## config.mk

```make
export PLATFORM = sky130hd
export DESIGN_NAME = ifetch_unit
export DESIGN_NICKNAME = d
export VERILOG_FILES = /design/src/rtl/mips_pkg.sv /design/src/rtl/pc_next_calc.sv /design/src/rtl/ifetch_unit.sv
export SDC_FILE = /design/constraint.sdc
export NUM_CORES = 1
export LEC_CHECK = 0
export ABC_CLOCK_PERIOD_IN_PS = 5200
export BUFFER_PORTS_ARGS = -buffer_cell sky130_fd_sc_hd__buf_2
export CAP_MARGIN = 20
export CELL_PAD_IN_SITES_DETAIL_PLACEMENT = 2
export CELL_PAD_IN_SITES_GLOBAL_PLACEMENT = 2
export CORE_MARGIN = 4
export CORE_UTILIZATION = 30
export DETAILED_ROUTE_END_ITERATION = 8
export PLACE_DENSITY = 0.89
export SLEW_MARGIN = 20
export SYNTH_ARGS = -nofsm -noshare
export SYNTH_HDL_FRONTEND = slang
export SYNTH_SLANG_ARGS = --single-unit
```

## constraint.sdc

```tcl
create_clock -name clk -period 5.2 [get_ports clk]
set_input_delay 0.26 -clock clk [delete_from_list [all_inputs] [get_ports clk]]
set_output_delay 0.26 -clock clk [all_outputs]
set_load 0.1 [all_outputs]
```

## src/rtl/mips_pkg.sv

```systemverilog
// Shared definitions for the single-issue MIPS core front end.
//   - opcode constants decoded by the fetch stage and by CONTROL
//   - fetch FSM state encoding
//   - architectural word size in bytes
package mips_pkg;

    localparam logic [5:0] OP_RTYPE = 6'b000000;
    localparam logic [5:0] OP_J     = 6'b000010;
    localparam logic [5:0] OP_BEQ   = 6'b000100;
    localparam logic [5:0] OP_BNE   = 6'b000101;

    localparam logic [31:0] WORD_BYTES = 32'd4;

    typedef enum logic [1:0] {
        S_IDLE = 2'd0,
        S_REQ  = 2'd1,
        S_HOLD = 2'd2
    } fetch_state_t;

endpackage

```

## src/rtl/pc_next_calc.sv

```systemverilog
// Combinational next-PC selection for the fetch stage.
// Ports:
//   pc              current PC
//   instr           instruction being retired
//   branch          CONTROL: instruction is a conditional branch
//   mux_pc_branch   CONTROL: 1 selects the branch-target path
//   mux_branch_jump CONTROL: 0 selects the jump target
//   alu_zero        ALU zero flag for this instruction
//   next_pc         PC to load when the instruction is accepted
module pc_next_calc
    import mips_pkg::*;
(
    input  logic [31:0] pc,
    input  logic [31:0] instr,
    input  logic        branch,
    input  logic        mux_pc_branch,
    input  logic        mux_branch_jump,
    input  logic        alu_zero,
    output logic [31:0] next_pc
);

    logic [31:0] pc4;
    logic [31:0] br_off;
    logic        is_bne;
    logic        cond;

    assign pc4    = pc + WORD_BYTES;                    // wraps mod 2^32
    assign is_bne = (instr[31:26] == OP_BNE);
    // BNE takes when the compare was unequal, BEQ when equal.
    assign cond   = is_bne ? ~alu_zero : alu_zero;
    assign br_off = {{14{instr[15]}}, instr[15:0], 2'b00};

    // Jump is checked first so it wins even if CONTROL also raises branch.
    always_comb begin
        if (!mux_branch_jump)
            next_pc = {pc4[31:28], instr[25:0], 2'b00};
        else if (branch && mux_pc_branch && cond)
            next_pc = pc4 + br_off;
        else
            next_pc = pc4;
    end

endmodule

```

## src/rtl/ifetch_unit.sv

```systemverilog
// Instruction fetch stage: owns the PC, reads one word at a time from
// instruction memory and holds it until decode/execute accepts it.
// Ports:
//   clk, nrst          clock, synchronous active-low reset
//   imem_req/addr      read request and word address (addr == pc)
//   imem_ready/rdata   memory response, valid when ready is high
//   instr_valid/instr  held instruction for decode
//   opcode             instr[31:26] to CONTROL
//   instr_accept       consumer takes the instruction; resolve inputs valid
//   branch, mux_pc_branch, mux_branch_jump, alu_zero  next-PC resolve inputs
//   pc                 current PC
//   retired_count      accepted-instruction counter (wraps)
module ifetch_unit
    import mips_pkg::*;
#(
    parameter logic [31:0] RESET_PC = 32'h0000_0000,
    parameter int          CNT_W    = 32
) (
    input  logic             clk,
    input  logic             nrst,
    output logic             imem_req,
    output logic [31:0]      imem_addr,
    input  logic             imem_ready,
    input  logic [31:0]      imem_rdata,
    output logic             instr_valid,
    output logic [31:0]      instr,
    output logic [5:0]       opcode,
    input  logic             instr_accept,
    input  logic             branch,
    input  logic             mux_pc_branch,
    input  logic             mux_branch_jump,
    input  logic             alu_zero,
    output logic [31:0]      pc,
    output logic [CNT_W-1:0] retired_count
);

    fetch_state_t state;
    logic [31:0]  next_pc;

    pc_next_calc u_pc_next (
        .pc              (pc),
        .instr           (instr),
        .branch          (branch),
        .mux_pc_branch   (mux_pc_branch),
        .mux_branch_jump (mux_branch_jump),
        .alu_zero        (alu_zero),
        .next_pc         (next_pc)
    );

    always_ff @(posedge clk) begin
        if (!nrst) begin
            state         <= S_IDLE;
            pc            <= RESET_PC;
            instr         <= '0;
            retired_count <= '0;
        end else begin
            case (state)
                S_IDLE: state <= S_REQ;
                S_REQ: begin
                    if (imem_ready) begin
                        instr <= imem_rdata;
                        state <= S_HOLD;
                    end
                end
                S_HOLD: begin
                    // Memory responses are ignored here; only accept matters.
                    if (instr_accept) begin
                        pc            <= next_pc;
                        retired_count <= retired_count + CNT_W'(1);
                        state         <= S_REQ;
                    end
                end
                default: state <= S_IDLE;
            endcase
        end
    end

    // Moore outputs decoded straight from the state register.
    assign imem_req    = (state == S_REQ);
    assign instr_valid = (state == S_HOLD);
    assign imem_addr   = pc;
    assign opcode      = instr[31:26];

    // Word-aligned fetch relies on a word-aligned reset vector.
    always_ff @(posedge clk) begin
        assert (RESET_PC[1:0] == 2'b00);
    end

endmodule

```

After elaboration in Yosys (flattened, before gate mapping)
Cells that the tools add are included.
W data, S select, Z words.

storage, ports and cells
  output and inout port bits = 136
  memories = 0
  memory bits (writable) = 0
  word-level logic and storage cells = 25
  register bits after elaboration = 98
  input bits = 40
  bits in latches = 0
  bits in read-only memories = 0

operators by class
  bitwise gates (word level) = 1
  $add $sub $neg = 3
  shift-type cells = 0
  eq/ne operators = 5
  reduce and logical (&&, ||, !) cells = 6
  div/mod/pow operators = 0
  mux-type cells = 6
  $lt $le $gt $ge = 0
  $mul = 0

operator list
  operator                 count
  $mux W32                 2
  $add A32 B1 Y32 const B  1
  $add A32 B3 Y32 const B  1
  $add A32 B32 Y32         1
  $eq A6 B3 Y1 const B     1
  $pmux W2 S3              1
  $reduce_and A2 Y1        3
  $mux W2                  2
  $ne A2 B1 Y1 const B     2
  $eq A2 B1 Y1 const B     1
  $eq A2 B2 Y1 const B     1
  $logic_and A1 B1 Y1      2
  $logic_not A2 Y1         1
  $mux W1                  1
  $not A1 Y1               1

Longest topological paths before layout
Gate-level depths: netlist of run 1.

  depth after elaboration = 5
  depth in mapped cells = 16
  depth with buffers taken out = 15

Modules after synthesis
A second synthesis of run 1 with hierarchy kept.

unflattened totals
  cells, all modules = 937
  area total of the unflattened synthesis = 6925.4 µm²

modules (own cells, without submodules)
  module        area an instance (µm²)  times used  cells each  seq. area each (µm²)
  ifetch_unit   4075.2                  1           508         1961.9
  pc_next_calc  2850.2                  1           429         0.0

Worst setup path after synthesis of run 1
No wires, ideal clock.

  path type = flip-flop to flip-flop
  start point = reg pc[11], in the netlist imem_addr[11]
  end point = reg pc[31], in the netlist imem_addr[31]
  path buffers = 1
  data required time = 5.128 ns
  setup time = 0.072 ns
  slack = 0.346 ns
  arrival = 4.782 ns
  period minus slack after synthesis = 4.854 ns
  cell stages (with the launch flop) = 17
  cell sequence = dfxtp_1 -> and4_1 -> nand4_1 -> or3_1 -> clkbuf_1 -> nor3_1 -> nor3b_1 -> xor2_1 -> ha_1 -> and4_1 -> and2_1 -> nand4_1 -> or3_1 -> or3_1 -> o211ai_2 -> mux2i_1 -> mux2i_1

between the ends
  longest elaborated chain between the ends = 4

RTL lines
  element                   RTL line            RTL
  start: declaration        ifetch_unit.sv:33   output logic [31:0] pc,
  start signal: assignment  ifetch_unit.sv:68   pc <= next_pc;
  $add A32 B3 Y32 (*)       pc_next_calc.sv:27  assign pc4 = pc + WORD_BYTES;
  $add A32 B32 Y32          pc_next_calc.sv:38  next_pc = pc4 + br_off;
  $mux W32                  pc_next_calc.sv:37  else if (branch && mux_pc_branch && cond)
  $mux W32 (*)              pc_next_calc.sv:35  if (!mux_branch_jump)

Mark *: on every way between the ends. The rest lies on a longest branch, timed or not.
A chain may end at the register's enable or synchronous reset.

Worst setup path after layout of run 1
Same ends and word-level chain as after synthesis.

==> metrics.md, run 1 <==
| Metric | Value |
|---|---|
| Status | finished clean |
| Max H-tree Level | 3 |
| CP Class | reg -> reg |
| Drt pass-1 iters | 4 |
| Rel. slew slack | 23.78% |
| CP required | 5.49 ns |
| Final instance area | 7943 µm² |
| Yosys warns | 0 |
| CTS root buffer | clkbuf_16 |
| CTS buffer count | 9 |
| Max Slew Vio Count | 0 |
| Vias per cell | 5.590 |
| Cell Int Power | 1.208 mW |
| DRC viols | 0 |
| Post-synthesis cell type count | 62 |
| Setup Viol. Count Final | 0 |
| Yosys reg bits | 96 |
| Post-route minimum period | 4.780 ns |
| Drt wl/cell | 22.16 µm |
| Die area | 25130 µm² |
| Final worst path period share | 91.93% |
| Inst Count DP | 1290 |
| Die height | 158.5 µm |
| First-pass GRT wire length | 44620 µm |
| Clock power share | 39.2% |
| Sequential area share after synthesis | 28.27% |
| Routed Antenna Nets | 0 |
| Synth Cell Area | 6798 µm² |
| GRT overflow | 0 |
| Total Power | 1.887 mW |
| Fin. Hold Viols | 0 |
| WL final | 28940 µm |
| DPL Wire Length | 21290 µm |
| Top FF cell, synth | dfxtp_1 |
| Non-filler instance count after layout | 1306 |
| Mapped Cells | 908 |
| Worst Hold Slack | 0.1333 ns |
| Starting density of the core | 30.86% |
| Depth of the worst register-to-register path | 15 |
| Post_cts resized | 0 |
| F_max | 209.2 MHz |
| Pwr per Cell Area | 237.6 nW/µm² |
| Switch share | 35.99% |
| Crit. End Element | register |
| Sequential share of power | 41.1% |
| Io pins | 176 |
| Ys async rst share | 0% |
| Most common cell after layout, fill and taps aside | buf_2 |
| Setup TNS | 0 ns |
| Most frequent cells in the layout | buf_2 (171), nand2_1 (148), dfxtp_1 (96), a21oi_1 (90), nor2_1 (77) |
| Crit path DAT | 5.07 ns |
| Total of max-cap violations | 0 |
| Hold_buf cts | 0 |
| 1st-iter DRT viols | 360 |
| Die outline width | 158.5 µm |
| Final core occ | 36.06% |
| Mean Syn Cell Area | 7.487 µm² |
| Post-synth EDFFs | 0 |
| Clk Latency, worst-skew pair | 0.37 ns |
| # nets final | 1100 |
| Hold Path Depth | 3 |
| CP startpoint kind | register |
| Vias in the first global route | 7899 |
| Port Buf Inserts | 171 |
| Cell row count | 54 |
| NetSw | 679.3 µW |
| RSZ-0062 raised after global routing | false |
| Worst Path Max Fanout | 8 |
| CTS tree | built |
| CTS Sinks | 96 |
| Via Count | 7301 |
| HP Class | in -> reg |
| Place WS | 0.6416 ns |
| Setup bufs post-CTS | 0 |
| Layout cells sized above 1 | 20.37% |
| # diodes | 0 |
| Initial antenna violation count | 0 |
| Clock Skews | 0.01384 ns |
| Clk buf depth | 2 |
| Slew at the pin closest to its max-slew limit | 1.142 ns |
| FILL cells | 2604 |
| GRT Util Overall | 22.65% |
| Syn-to-layout area delta | 16.84% |
| Largest net degree at the start of global routing | 82 |
| Combinational share of power | 19.7% |
| Clock transition at the registers of the reported paths | 0.08 ns |
| RePlAce Congestion | 0.8919 |
| Worst VDD drop | 0.1481 mV |
| Worst setup margin | 0.4195 ns |
| Std-Cell Core Area | 22030 µm² |
| DP Area | 7631 µm² |
| Leakage | 3.577 nW |
## flip-flops by register name, indices dropped and copies added, names as in the netlist
name / cells
retired_count: 32
state: 2
imem_addr: 30
instr: 32
## final timing paths
check / from / end / slack, ns
worst max-delay path: imem_addr[11]$_SDFFE_PN0P_ / imem_addr[31]$_SDFFE_PN0P_ / 0.42
worst min register to register: instr[20]$_SDFFE_PN0P_ / instr[20]$_SDFFE_PN0P_ / 0.48
worst min-delay path: imem_rdata[30] / instr[30]$_SDFFE_PN0P_ / 0.13
worst max register to register: imem_addr[11]$_SDFFE_PN0P_ / imem_addr[31]$_SDFFE_PN0P_ / 0.42
## layer usage
metal | wire [µm] | global-route usage, % | vias to the layer above
met2 | 14740 | 40.93 | 195
met5 | 0 | 0 | -
met4 | 724 | 6.905 | 0
met3 | 1530 | 4.376 | 43
li1 | - | - | 3413
met1 | 11950 | 27.10 | 3650
## worst max-delay path: stages, from the launching register on
cell	delay, ns
dfxtp_1	0.47
and4_1	0.33
nand4_1	0.23
or3_1	0.50
nor3_1	0.42
nor3b_1	0.43
xor2_1	0.13
ha_1	0.44
and4_1	0.27
and2_1	0.18
nand4_1	0.11
or3_1	0.31
or3_1	0.33
o211ai_2	0.09
mux2i_1	0.24
mux2i_1	0.20
## power groups by stage
stage | logic (mW) | registers [mW] | clock network [mW]
after floorplan | 0.182 | 0.896 | 0
after global placement | 0.359 | 0.792 | 0
after detailed placement | 0.369 | 0.794 | 0
after CTS | 0.372 | 0.777 | 0.755
after global routing | 0.392 | 0.780 | 0.777
final | 0.371 | 0.776 | 0.740
## logic make-up (layout without fill, tap and decap cells)
logic type	count (synthesis)	count (layout)	synth area share, %
and+or+nand+nor	374	374	25.82
AOI/OAI and AO/OA	226	226	21.04
DFF	96	96	28.27
buffers and inverters	96	211	7.510
xor gates and xnor gates	64	64	8.246
adders and majority gates	39	39	7.289
muxes	12	12	1.767
other	1	4	0.05517
## area by class of cell
| cell class | count | area [µm²] | area share, % |
|---|---|---|---|
| multi-input cells | 719 | 4383 | 55.18 |
| clock inverters | 7 | 86.33 | 1.087 |
| flip-flops and latches | 96 | 1922 | 24.20 |
| repair buffers | 179 | 915.9 | 11.53 |
| clock buffers | 9 | 225.2 | 2.836 |
| well taps | 280 | 350.3 | 4.411 |
| inverters | 16 | 60.06 | 0.7561 |
## synth_stat cells, types with 24 or more instances
cell	n	share of area [%]
a21oi_1	91	6.7
buf_4	40	4.4
clkbuf_1	39	2.2
dfxtp_1	96	28
ha_1	38	7.0
nand2_1	148	8.2
nand3_1	30	2.2
nand4_1	24	2.2
nor2_1	78	4.3
o21ai_0	35	2.6
xnor2_1	27	3.5
xor2_1	37	4.8
(Power assumes the default switching activity.)
==> inputs of run 2 (changes only) <==
BUFFER_PORTS_ARGS = -buffer_cell sky130_fd_sc_hd__buf_4   (was -buffer_cell sky130_fd_sc_hd__buf_2)
==> metrics.md, run 2 (synthesis gave the netlist of run 1 again) <==
| Metric | Value |
|---|---|
| Drt pass-1 iters | 5 (was 4) |
| Die area | 25130 µm² (unchanged) |
| Clock transition at the registers of the reported paths | 0.08 ns (about the same) |
| Most common cell after layout, fill and taps aside | buf_4 (was buf_2) |
| First-pass GRT wire length | 43980 µm (was 44620 µm) |
| Max Slew Vio Count | 0 (unchanged) |
| WL final | 28030 µm (was 28940 µm) |
| Most frequent cells in the layout | buf_4 (178), nand2_1 (148), dfxtp_1 (95), a21oi_1 (90), nor2_1 (77) (was buf_2 (171), nand2_1 (148), dfxtp_1 (96), a21oi_1 (90), nor2_1 (77)) |
| DRC viols | 0 (unchanged) |
| Clk buf depth | 2 (unchanged) |
| Area of the multi-input gates | 4383 µm² (unchanged) |
| CP startpoint kind | register (unchanged) |
| DPL Wire Length | 20940 µm (was 21290 µm) |
| Crit path DAT | 4.96 ns (was 5.07 ns) |
| 1st-iter DRT viols | 408 (was 360) |
| Syn-to-layout area delta | 22.88% (was 16.84%) |
| Initial antenna violation count | 0 (unchanged) |
| Worst VDD drop | 0.1287 mV (was 0.1481 mV) |
| Vias in the first global route | 7780 (was 7899) |
| CTS buffer count | 9 (unchanged) |
| Leakage | 3.590 nW (was 3.577 nW) |
| Setup bufs post-CTS | 0 (unchanged) |
| # diodes | 0 (unchanged) |
| Crit. End Element | register (unchanged) |
| RePlAce Congestion | 0.8657 (was 0.8919) |
| FILL cells | 2608 (was 2604) |
| CP required | 5.50 ns (was 5.49 ns) |
| Routed Antenna Nets | 0 (unchanged) |
| Post_cts resized | 0 (unchanged) |
| Largest net degree at the start of global routing | 82 (unchanged) |
| GRT Util Overall | 22.27% (was 22.65%) |
| Max H-tree Level | 3 (unchanged) |
| Pwr per Cell Area | 223.6 nW/µm² (was 237.6 nW/µm²) |
| Port Buf Inserts | 171 (unchanged) |
| CTS Sinks | 96 (unchanged) |
| Clk Latency, worst-skew pair | 0.37 ns (about the same) |
| CP Class | reg -> reg (unchanged) |
| Setup TNS | 0 ns (unchanged) |
| Vias per cell | 5.576 (was 5.590) |
| Die height | 158.5 µm (unchanged) |
| Critical path's most frequent cell | or3_1 (unchanged) |
| Total Power | 1.868 mW (was 1.887 mW) |
| F_max | 214.4 MHz (was 209.2 MHz) |
| Max stage delay cell, worst path | dfxtp_1 (was or3_1) |
| Via Count | 7277 (was 7301) |
| Register area | 1923 µm² (was 1922 µm²) |
| GRT overflow | 0 (unchanged) |
| Total of max-cap violations | 0 (unchanged) |
| Setup Viol. Count Final | 0 (unchanged) |
| Hold_buf cts | 0 (unchanged) |
| Layout cells sized above 1 | 20.39% (was 20.37%) |
| Worst-path cell chain | and4_1 > nand4_1 > or3_1 > nor3_1 > nor3b_1 > xor2_1 > ha_1 > and4_1 > and2_1 > nand4_1 > or3_1 > or3_1 > o211ai_2 > mux2i_1 > mux2i_1 (unchanged) |
| Cell row count | 54 (unchanged) |
| Worst Path Max Fanout | 8 (unchanged) |
| Die outline width | 158.5 µm (unchanged) |
| Final worst path period share | 89.69% (was 91.93%) |
| CTS tree | built (unchanged) |
| Std-Cell Core Area | 22030 µm² (unchanged) |
| # nets final | 1099 (was 1100) |
| Rel. slew slack | 38.22% (was 23.78%) |
| HP Class | in -> reg (unchanged) |
| Clock Skews | 0.01032 ns (was 0.01384 ns) |
| Io pins | 176 (unchanged) |
| Cell family with most CP delay | simple AND/OR/NAND/NOR gates (unchanged) |
| Post-route minimum period | 4.664 ns (was 4.780 ns) |
| Drt wl/cell | 21.48 µm (was 22.16 µm) |
| Sum of buffers and inverters on the critical path | 0 (unchanged) |
| RSZ-0062 raised after global routing | false (unchanged) |
| Slew at the pin closest to its max-slew limit | 0.9266 ns (was 1.142 ns) |
| Crit-path max cell delay | 0.48 ns (was 0.50 ns) |
| CTS root buffer | clkbuf_16 (unchanged) |
| Status | finished clean (unchanged) |
| Starting density of the core | 30.86% (unchanged) |
| Fin. Hold Viols | 0 (unchanged) |
run 2: changes by cell type in the layout (fill, tap and decap cells not counted):
| cell | before | now |
|---|---|---|
| buf_4 | 8 | 178 |
| clkinv_8 | 0 | 1 |
| dfxtp_2 | 0 | 1 |
| buf_2 | 171 | 0 |
| clkinv_4 | 2 | 1 |
| dfxtp_1 | 96 | 95 |
| bufinv_16 | 1 | 0 |
| inv_8 | 2 | 3 |
run 2: worst paths after layout:
check        slack [ns]                          to                        from  cells after the start
min reg2reg        0.47      instr[20]$_SDFFE_PN0P_      instr[20]$_SDFFE_PN0P_                      2
max                0.54  imem_addr[31]$_SDFFE_PN0P_  imem_addr[11]$_SDFFE_PN0P_                     15
max reg2reg        0.54  imem_addr[31]$_SDFFE_PN0P_  imem_addr[11]$_SDFFE_PN0P_                     15
min                0.14      instr[23]$_SDFFE_PN0P_              imem_rdata[23]                      3
run 2: worst register-to-register path, cell delays in order (launching register included):
cell and delay, ns:
dfxtp_1 0.48, and4_1 0.33, nand4_1 0.21, or3_1 0.48, nor3_1 0.38, nor3b_1 0.47, xor2_1 0.12, ha_1 0.42
and4_1 0.24, and2_1 0.16, nand4_1 0.12, or3_1 0.32, or3_1 0.33, o211ai_2 0.09, mux2i_1 0.24, mux2i_1 0.20
run 2: per-layer routing:
metal,track usage (%),vias up,part of all wire (%)
met4,6.742,0,2.2
li1,-,3409,-
met2,38.57,179,50
met3,4.077,41,5.0
met5,0,-,0
met1,28.19,3648,43
run 2: per-stage QoR:
stage	cell area, µm²	std cells	util [%]	worst slack, ns	hold WS [ns]
finish	8353	1305	37.92	0.5362	0.1377
global route	8353	1305	37.92	0.1008	0.1390
CTS	8352	1305	37.92	0.5501	0.1315
detailed placement	8051	1289	36.55	0.6266	0.4640
global placement	8051	1289	36.55	0.8638	0.4624
floorplan	6809	911	-	0.3461	0.3960
run 2: final cells by class:
type	instances	share of cell area, %
clock buffer	9	2.696
inverter	16	0.7190
clock inverter	7	0.8987
multi-input combinational	719	52.47
sequential	96	23.02
timing repair buffer	178	16.00
tap	280	4.194
run 2: power by group:
| part | internal (mW) | total (mW) | switching [mW] |
|---|---|---|---|
| combinational | 0.0916 | 0.388 | 0.296 |
| sequential | 0.751 | 0.778 | 0.0264 |
| clock | 0.343 | 0.703 | 0.360 |
| total | 1.19 | 1.87 | 0.682 |
==> inputs of run 3 (changes only) <==
ABC_CLOCK_PERIOD_IN_PS = 5550   (was 5200)
GPL_ROUTABILITY_DRIVEN = 1   (was not set)
clock period = 5.55 ns   (was 5.2 ns; I/O delays follow)
==> metrics.md, run 3 (synthesis gave the netlist of run 1 again) <==
| Metric | Value |
|---|---|
| Status | finished clean (unchanged) |
| DPL Wire Length | 21340 µm (was 20940 µm) |
| Vias in the first global route | 7894 (was 7780) |
| Die height | 158.5 µm (unchanged) |
| Worst VDD drop | 0.1502 mV (was 0.1287 mV) |
| Post-route minimum period | 4.929 ns (was 4.664 ns) |
| Rel. slew slack | 37.62% (was 38.22%) |
| Die outline width | 158.5 µm (unchanged) |
| Max Slew Vio Count | 0 (unchanged) |
| Io pins | 176 (unchanged) |
| Setup Viol. Count Final | 0 (unchanged) |
| Routed Antenna Nets | 0 (unchanged) |
| Largest net degree at the start of global routing | 82 (unchanged) |
| RePlAce Congestion | 0.8859 (was 0.8657) |
| GRT Util Overall | 22.77% (was 22.27%) |
| Slew at the pin closest to its max-slew limit | 0.9356 ns (was 0.9266 ns) |
| WL final | 29030 µm (was 28030 µm) |
| F_max | 202.9 MHz (was 214.4 MHz) |
| CP Class | reg -> reg (unchanged) |
| Die area | 25130 µm² (unchanged) |
| Hold_buf cts | 0 (unchanged) |
| Crit-path max cell delay | 0.50 ns (was 0.48 ns) |
| Final worst path period share | 88.80% (was 89.69%) |
| Total of max-cap violations | 0 (unchanged) |
| CTS tree | built (unchanged) |
| CTS buffer count | 9 (unchanged) |
| Sequential share of power | 41.2% (was 41.6%) |
| Starting density of the core | 30.86% (unchanged) |
| Via Count | 7362 (was 7277) |
| Cell row count | 54 (unchanged) |
| Std-Cell Core Area | 22030 µm² (unchanged) |
| Cell Int Power | 1.111 mW (was 1.185 mW) |
| Worst Path Max Fanout | 8 (unchanged) |
| Combinational share of power | 20.8% (about the same) |
| GRT overflow | 0 (unchanged) |
| Clk Latency, worst-skew pair | 0.37 ns (about the same) |
| Crit. End Element | register (unchanged) |
| Register area | 1922 µm² (was 1923 µm²) |
| Fin. Hold Viols | 0 (unchanged) |
| Max H-tree Level | 3 (unchanged) |
| CP startpoint kind | register (unchanged) |
| Clock power share | 38.0% (was 37.6%) |
| Setup TNS | 0 ns (unchanged) |
| # nets final | 1100 (was 1099) |
| Switch share | 37.11% (was 36.54%) |
| # diodes | 0 (unchanged) |
| Clk buf depth | 2 (unchanged) |
| Initial antenna violation count | 0 (unchanged) |
| Most frequent cells in the layout | buf_4 (179), nand2_1 (148), dfxtp_1 (96), a21oi_1 (90), nor2_1 (77) (was buf_4 (178), nand2_1 (148), dfxtp_1 (95), a21oi_1 (90), nor2_1 (77)) |
| NetSw | 655.4 µW (was 682.5 µW) |
| DRC viols | 0 (unchanged) |
| CP required | 5.85 ns (was 5.50 ns) |
| First-pass GRT wire length | 44930 µm (was 43980 µm) |
| CTS root buffer | clkbuf_16 (unchanged) |
| Clock Skews | 0.01414 ns (was 0.01032 ns) |
| Leakage | 3.594 nW (was 3.590 nW) |
| Post_cts resized | 0 (unchanged) |
| Syn-to-layout area delta | 22.97% (was 22.88%) |
| Pwr per Cell Area | 211.3 nW/µm² (was 223.6 nW/µm²) |
| Setup bufs post-CTS | 0 (unchanged) |
| Crit path DAT | 5.23 ns (was 4.96 ns) |
| Worst setup margin | 0.6214 ns (was 0.5362 ns) |
| Critical path's most frequent cell | or3_1 (unchanged) |
| Most common cell after layout, fill and taps aside | buf_4 (unchanged) |
| Max stage delay cell, worst path | dfxtp_1 (unchanged) |
| Clock transition at the registers of the reported paths | 0.08 ns (about the same) |
| Worst-path cell chain | and4_1 > nand4_1 > or3_1 > nor3_1 > nor3b_1 > xor2_1 > ha_1 > and4_1 > and2_1 > nand4_1 > or3_1 > or3_1 > o211ai_2 > mux2i_1 > mux2i_1 (unchanged) |
| Vias per cell | 5.637 (was 5.576) |
| Layout cells sized above 1 | 20.37% (was 20.39%) |
| HP Class | in -> reg (unchanged) |
| RSZ-0062 raised after global routing | false (unchanged) |
| FILL cells | 2583 (was 2608) |
| Port Buf Inserts | 171 (unchanged) |
| 1st-iter DRT viols | 325 (was 408) |
| Place WS | 0.9066 ns (was 0.6266 ns) |
| Area of the multi-input gates | 4383 µm² (unchanged) |
| Drt pass-1 iters | 4 (was 5) |
| CTS Sinks | 96 (unchanged) |
| Drt wl/cell | 22.23 µm (was 21.48 µm) |
-- run 3: cell count changes in the layout (fill, tap and decap cells not counted) --
cell / before / now
buf_4: 178 / 179
clkinv_4: 1 / 2
dfxtp_1: 95 / 96
dfxtp_2: 1 / 0
inv_6: 1 / 0
-- run 3: layout make-up --
cell class,count,share of cell area [%]
clock buffer,9,2.694
clock inverter,7,0.8981
multi-input combinational,719,52.43
timing repair buffer,179,16.08
sequential,96,22.99
inverter,16,0.7185
tap,280,4.191
-- run 3: worst paths after layout --
check / cells past startpoint / endpoint / startpoint / slack, ns
setup / recovery: 15 / imem_addr[31]$_SDFFE_PN0P_ / imem_addr[11]$_SDFFE_PN0P_ / 0.62
hold / removal: 3 / instr[5]$_SDFFE_PN0P_ / imem_rdata[5] / 0.15
setup reg to reg: 15 / imem_addr[31]$_SDFFE_PN0P_ / imem_addr[11]$_SDFFE_PN0P_ / 0.62
hold reg to reg: 2 / instr[20]$_SDFFE_PN0P_ / instr[20]$_SDFFE_PN0P_ / 0.49
-- run 3: power groups by stage --
stage | registers (mW) | clock network [mW] | logic (mW)
after floorplan | 0.839 | 0 | 0.170
final | 0.727 | 0.672 | 0.367
after global placement | 0.741 | 0 | 0.357
after CTS | 0.727 | 0.679 | 0.367
after detailed placement | 0.743 | 0 | 0.365
after global routing | 0.730 | 0.709 | 0.388
-- run 3: per-layer routing --
metal | global-route usage, % | share of wire (%) | vias to the layer above
li1 | - | - | 3414
met1 | 28.13 | 42 | 3660
met2 | 38.51 | 48 | 222
met3 | 4.431 | 5.6 | 66
met4 | 10.03 | 4.1 | 0
met5 | 0 | 0 | -
-- run 3: metrics by stage --
| step | util, % | hold WS, ns | cell area, µm² | total power [mW] | cells |
|---|---|---|---|---|---|
| 6_report | 37.95 | 0.1491 | 8359 | 1.766 | 1306 |
| 5_1_grt | 37.95 | 0.1600 | 8359 | 1.827 | 1306 |
| 4_1_cts | 37.95 | 0.1491 | 8359 | 1.774 | 1306 |
| 3_5_place_dp | 36.59 | 0.4788 | 8059 | 1.108 | 1290 |
| 3_3_place_gp | 36.59 | 0.4611 | 8059 | 1.098 | 1290 |
| 2_1_floorplan | - | 0.4135 | 6809 | 1.010 | 911 |
-- run 3: critical path, delay by kind of cell, from the launching register on --
family,cells,cell delay (ns)
and+or+nand+nor,10,3.22
DFF,1,0.50
muxes,2,0.46
adders and majority gates,1,0.43
xor gates and xnor gates,1,0.14
AOI/OAI and AO/OA,1,0.10
